**config.mk**
```make
export PLATFORM = sky130hd
export DESIGN_NAME = lcd_responder
export DESIGN_NICKNAME = d
export VERILOG_FILES = /design/src/rtl/lcd_responder.sv
export SDC_FILE = /design/constraint.sdc
export NUM_CORES = 1
export LEC_CHECK = 0
export CAP_MARGIN = 15
export CORE_ASPECT_RATIO = 0.6
export CORE_MARGIN = 4
export CORE_UTILIZATION = 56
export CTS_CLUSTER_DIAMETER = 80
export DETAILED_ROUTE_END_ITERATION = 12
export HOLD_SLACK_MARGIN = 0.15
export MAX_ROUTING_LAYER = met4
export PLACE_DENSITY = 0.88
export REMOVE_ABC_BUFFERS = 1
export SLEW_MARGIN = 15
export SYNTH_ARGS = -nofsm -noshare
export SYNTH_HDL_FRONTEND = slang
export SYNTH_SLANG_ARGS = --single-unit
```
**constraint.sdc**
```tcl
create_clock -name clk -period 2.7 [get_ports clk]
set_input_delay 0.54 -clock clk [delete_from_list [all_inputs] [get_ports clk]]
set_output_delay 0.54 -clock clk [all_outputs]
set_load 0.05 [all_outputs]
```
**src/rtl/lcd_responder.sv**
```systemverilog
// Device-side model of a memory-mapped HD44780-style character LCD: acts on
// enable falling edges, keeps a 2x16 character buffer, cursor and busy timing.
module lcd_responder #(
  parameter int CMD_CYCLES   = 8,
  parameter int CLEAR_CYCLES = 40
) (
  input  logic       clk,
  input  logic       rst_n,
  input  logic [7:0] lcd_data,
  input  logic [1:0] lcd_ctrl,
  input  logic       lcd_enable,
  output logic [7:0] lcd_rdata,
  output logic       busy,
  output logic       display_on,
  output logic [6:0] cursor,
  output logic       char_valid,
  output logic [7:0] char_data,
  output logic [6:0] char_addr,
  output logic       dropped,
  input  logic [4:0] view_addr,
  output logic [7:0] view_char
);

  localparam int CW = $clog2(CLEAR_CYCLES > CMD_CYCLES ? CLEAR_CYCLES : CMD_CYCLES) + 1;
  localparam logic [CW-1:0] LP_CMD_LAST = CW'(CMD_CYCLES - 1);
  localparam logic [CW-1:0] LP_CLR_LAST = CW'(CLEAR_CYCLES - 1);
  localparam logic [CW-1:0] LP_SWEEP_N  = CW'(32);

  localparam logic [1:0] ST_IDLE  = 2'd0;
  localparam logic [1:0] ST_BUSY  = 2'd1;
  localparam logic [1:0] ST_CLEAR = 2'd2;

  localparam logic [1:0] CTRL_CMD_WR  = 2'b00;
  localparam logic [1:0] CTRL_STAT_RD = 2'b01;
  localparam logic [1:0] CTRL_DATA_WR = 2'b10;
  localparam logic [1:0] CTRL_DATA_RD = 2'b11;

  logic [7:0]    r_buf [32];
  logic [1:0]    r_state;
  logic [CW-1:0] r_cnt;
  logic          r_en_q;
  logic          r_inc;
  logic [6:0]    r_cursor;
  logic          r_display_on;
  logic [7:0]    r_rdata;
  logic          r_char_valid;
  logic [7:0]    r_char_data;
  logic [6:0]    r_char_addr;
  logic          r_dropped;

  logic          w_strobe;
  logic          w_idle;
  logic          w_accept;
  logic [4:0]    w_cur_idx;
  logic [6:0]    w_cur_next;
  logic [CW-1:0] w_sweep_off;
  logic          w_sweep_on;

  // Line wrap: line 0 ends at 0x0F and continues at 0x40, line 1 ends at 0x4F.
  function automatic logic [6:0] step_addr(input logic [6:0] a, input logic inc);
    logic [6:0] n;
    if (inc) n = (a[3:0] == 4'hF) ? (a[6] ? 7'h00 : 7'h40) : a + 7'd1;
    else     n = (a[3:0] == 4'h0) ? (a[6] ? 7'h0F : 7'h4F) : a - 7'd1;
    return n;
  endfunction

  assign w_strobe    = r_en_q & ~lcd_enable;
  assign w_idle      = (r_state == ST_IDLE);
  assign w_accept    = w_strobe & w_idle;
  assign w_cur_idx   = {r_cursor[6], r_cursor[3:0]};
  assign w_cur_next  = step_addr(r_cursor, r_inc);
  // The sweep occupies the first 32 cycles of CLEAR, cell index = elapsed cycles.
  assign w_sweep_off = LP_CLR_LAST - r_cnt;
  assign w_sweep_on  = (r_state == ST_CLEAR) && (w_sweep_off < LP_SWEEP_N);

  // NOTE: the character buffer is a register array with async reset on purpose:
  // a reset must leave every cell at 0x20, so it cannot map onto a reset-less RAM.
  always_ff @(posedge clk or negedge rst_n) begin
    if (!rst_n) begin
      for (int i = 0; i < 32; i++) r_buf[i] <= 8'h20;
      r_state      <= ST_IDLE;
      r_cnt        <= '0;
      r_en_q       <= 1'b0;
      r_inc        <= 1'b1;
      r_cursor     <= 7'h00;
      r_display_on <= 1'b0;
      r_rdata      <= 8'h00;
      r_char_valid <= 1'b0;
      r_char_data  <= 8'h00;
      r_char_addr  <= 7'h00;
      r_dropped    <= 1'b0;
    end else begin
      r_en_q       <= lcd_enable;
      r_char_valid <= 1'b0;
      r_dropped    <= w_strobe & ~w_idle;

      case (lcd_ctrl)
        CTRL_STAT_RD: r_rdata <= {~w_idle, r_cursor};
        CTRL_DATA_RD: r_rdata <= r_buf[w_cur_idx];
        default:      r_rdata <= 8'h00;
      endcase

      if (!w_idle) begin
        if (r_cnt == '0) r_state <= ST_IDLE;
        else             r_cnt   <= r_cnt - 1'b1;
      end

      if (w_sweep_on) r_buf[w_sweep_off[4:0]] <= 8'h20;

      if (w_accept) begin
        case (lcd_ctrl)
          CTRL_CMD_WR: begin
            r_state <= ST_BUSY;
            r_cnt   <= LP_CMD_LAST;
            if (lcd_data[7])      r_cursor     <= {lcd_data[6], 2'b00, lcd_data[3:0]};
            else if (lcd_data[3]) r_display_on <= lcd_data[2];
            else if (lcd_data[2]) r_inc        <= lcd_data[1];
            else if (lcd_data[1]) r_cursor     <= 7'h00;
            else if (lcd_data[0]) begin
              r_cursor <= 7'h00;
              r_inc    <= 1'b1;
              r_state  <= ST_CLEAR;
              r_cnt    <= LP_CLR_LAST;
            end
          end
          CTRL_DATA_WR: begin
            r_buf[w_cur_idx] <= lcd_data;
            r_char_valid     <= 1'b1;
            r_char_data      <= lcd_data;
            r_char_addr      <= r_cursor;
            r_cursor         <= w_cur_next;
            r_state          <= ST_BUSY;
            r_cnt            <= LP_CMD_LAST;
          end
          CTRL_DATA_RD: begin
            r_cursor <= w_cur_next;
            r_state  <= ST_BUSY;
            r_cnt    <= LP_CMD_LAST;
          end
          default: ;
        endcase
      end
    end
  end

  assign lcd_rdata  = r_rdata;
  assign busy       = ~w_idle;
  assign display_on = r_display_on;
  assign cursor     = r_cursor;
  assign char_valid = r_char_valid;
  assign char_data  = r_char_data;
  assign char_addr  = r_char_addr;
  assign dropped    = r_dropped;
  assign view_char  = r_buf[view_addr];

endmodule
```
==> impl_metrics.py <==
metrics = {
    "run_status": {
        "status": "finished, violations left",
        "failed_checks": "setup timing",
    },
    "routing": {
        "first_pass_iters": 9,
        "viasPerCell": 7.49,
        "wl_per_cell_um": 31.7,
        "initialDrtViolationCount": 2906,
        "ant_nets": 0,
        "num_vias": 14400,
        "drc_errors": 0,
        "wl_um": 61200,
    },
    "hold_path": {
        "hp-class": "flip-flop to flip-flop",
        "hold_depth": 2,
    },
    "critical_path": {
        "cp_max_fo": 2,
        "cpLargestDelayFamily": "multiplexers",
        "cpPeakStageDelay_ns": 0.49,
        "cp_slowest_cell": "mux4_2",
        "crit_buf_inv": 1,
        "worstPathArrival_ns": 2.43,
        "path_class": "flip-flop to primary output",
        "crit_cells": 5,
        "worstPathRequired_ns": 2.16,
        "worstPathCellList": "mux4_2 -> mux2_4 -> a221oi_4 -> a31oi_4 -> buf_6",
        "rr_worst_depth": 5,
        "end_kind": "primary output",
        "worst_setup_path_start_kind": "flip-flop",
    },
    "grt": {
        "overflow": 0,
        "grt_pass1_vias": 13700,
        "grt_max_degree": 87,
        "antenna_found_initial": 5,
        "grt_pass1_wl_um": 90400,
        "track_usage_pct": 40.4,
    },
    "timing": {
        "tightest_slew_ns": 0.948,
        "timing.final.ws_setup_ns": -0.270,
        "finalMaxSlewViolations": 0,
        "setup_viol": 8,
        "rsz0062_at_grt": "yes",
        "fin_crit_sh_pct": 110,
        "hold_violations": 0,
        "finClkSkew_ns": 0.0191,
        "max_slew_margin_pct": 36.8,
        "max_freq_ghz": 0.337,
        "period_minus_slack_ns": 2.97,
    },
    "clock_tree": {
        "h-tree-depth": 1,
        "numCtsBuffers": 28,
        "worstSkewPairLatency_ns": 0.58,
        "cts_tree": "yes",
        "cts_max_path_buffers": 3,
        "root_buffer": "clkbuf_16",
        "clock-sinks": 300,
        "clk_pin_slew_worst_paths_ns": 0.07,
    },
    "floorplan": {
        "ios": 60,
        "die_x_um": 224,
        "core-area_um2": 27600,
        "die_area_um2": 30900,
        "die_h_um": 138,
        "start_util_pct": 57.0,
        "rows": 47,
    },
    "power": {
        "powerDensity_nw_per_um2": 821,
        "peakVddDrop_v": 0.000805,
        "power_leakage_nw": 8.74,
    },
    "final_layout": {
        "syn2layout_area_growth_pct": 24.3,
        "layoutNonFillerInstCount": 1930,
        "drive_above_1_share_pct": 27.5,
        "fin_util_pct": 70.8,
        "fin_nets": 1563,
    },
    "yosys": {
        "ys.flop_type": "dfrtp_1",
        "async_flop_share_pct": 100,
        "synth_edf_count": 0,
        "synth_top_cell_area_share_pct": 42.5,
        "ys_types": 54,
        "yosysTopAreaCell": "dfrtp_1",
        "synth-seq-cells": 300,
        "synth_cells": 1346,
        "synth_area_um2": 15700,
        "ys_top_cells_by_area": "dfrtp_1 (43%), a22o_1 (12%), mux2i_1 (10%), mux4_2 (6.9%), dfstp_2 (5.5%)",
        "ys_seq_area_share_pct": 48.0,
        "syn_area_per_cell_um2": 11.7,
        "ys.warnings.count": 0,
    },
    "placed_design": {
        "gp_congestion": 1.07,
        "placedCellCount": 1846,
        "port_buffers": 59,
        "dp_hpwl_um": 42900,
    },
    "job": {
        "drv_cap": 0,
    },
}
==> routing by layer <==
layer,up-vias,global-route usage [%],share of wire (%)
met5,-,-,0
met4,0,8.64,3.5
met3,259,20.2,18
met2,1388,53.2,39
met1,7153,56.2,39
li1,5647,-,-
==> cell families (layout without fill, tap and decap cells) <==
logic type	count (synthesis)	in the layout	share of synthesized area, %
DFF	300	300	48.0
other	0	5	0
and+or+nand+nor	204	204	7.04
muxes	241	241	19.4
adders and majority gates	9	9	0.716
AOI/OAI and AO/OA	441	441	20.8
buffers and inverters	145	357	3.62
xor gates and xnor gates	6	6	0.334
==> worst reg2reg max path, delay by kind of cell (launching register included) <==
kind | cells | cell delay, ns
and+or+nand+nor | 3 | 1.09
AOI/OAI and AO/OA | 2 | 0.94
DFF | 1 | 0.54
==> flip-flops by register name, summed over array words and instances (netlist names) <==
register,flops
display_on,1
char_valid,1
lcd_rdata,8
cursor,7
char_addr,7
r_buf,256
r_inc,1
r_state,2
r_en_q,1
char_data,8
r_cnt,7
dropped,1
==> synth_stat cells (2+ instances only) <==
cell type,count
dfrtp_1,267
a22o_1,224
mux2i_1,161
clkbuf_1,70
a21oi_1,69
o22ai_1,64
mux4_2,48
inv_1,41
nor2_1,40
nand2_1,36
dfstp_2,33
mux2_2,32
nor3_1,32
o21ai_0,28
a221oi_1,23
nor4_1,22
a31oi_1,20
nand3_1,18
buf_2,17
buf_1,15
ha_1,9
or2_2,7
and2_1,6
nor2_4,6
nand4_1,5
nor2b_1,5
nor3_2,4
xnor2_1,4
nand2b_1,3
nand3b_1,3
nor3b_1,3
or3_1,3
and2_0,2
and3b_1,2
nor2_2,2
o21a_1,2
o21bai_1,2
xor2_1,2
==> through the flow <==
step	hold WS (ns)	instance area (um^2)	total power, mW	setup WS (ns)	setup TNS (ns)
final	0.474	19500	16.0	-0.270	-1.91
after global routing	0.490	19500	16.4	-0.297	-2.05
after CTS	0.469	19400	15.7	-0.219	-1.60
after detailed placement	0.458	17900	11.3	-0.870	-5.99
after global placement	0.457	17900	11.2	-0.706	-5.12
after floorplan	0.244	15300	8.87	-3.93	-1015.52
==> placed cells by master (no fill, tap or decap), types with 25 or more instances in the layout <==
master           netlist  layout
inv_1                 41      40
dfrtp_1              267     265
nor3_1                32      32
dfstp_2               33      33
a21oi_1               69      69
mux4_2                48      48
nand2_1               36      36
buf_12                 0      25
clkdlybuf4s50_1        0      41
mux2i_1              161     161
clkbuf_16              0      29
a22o_1               224     224
nor2_1                40      40
o22ai_1               64      63
buf_4                  1     179
mux2_2                32      25
==> area by class of cell <==
cell class,count,area [um^2]
Antenna cell,5,12.5
Clock buffer,36,772
Clock inverter,16,198
Fill cell,1844,8040
Inverter,42,158
Multi-Input combinational cell,901,7900
Sequential cell,300,7550
Tap cell,367,459
Timing Repair Buffer,263,2480
==> worst paths after layout <==
check                      startpoint            to  slack [ns]
setup / recovery           r_buf[194]  view_char[2]       -0.27
hold reg to reg            r_buf[109]    r_buf[109]        0.47
setup reg to reg            cursor[6]  lcd_rdata[0]        0.03
max in group asynchronous       rst_n    r_buf[245]        1.28
min in group asynchronous       rst_n     r_buf[99]        0.58
hold / removal             r_buf[109]    r_buf[109]        0.47
==> power breakdown <==
part           total [mW]  switching [mW]  internal (mW)  leakage [nW]
Sequential           5.93           0.738           5.20          4.00
Clock                4.26            1.85           2.41         0.467
Combinational        5.84            3.48           2.36          4.27
Total                16.0            6.07           9.97          8.74
==> what timing repair did <==
action                                 CTS  global route
cloned                                   1             0
buffers inserted                        23             2
hold buffers                             1             0
endpoints found under the hold margin   64             0
gates resized for setup                 60            16
setup endpoints to repair               10            10
pin swaps                               16             2
Note: power is estimated with default switching activity, not from simulation.
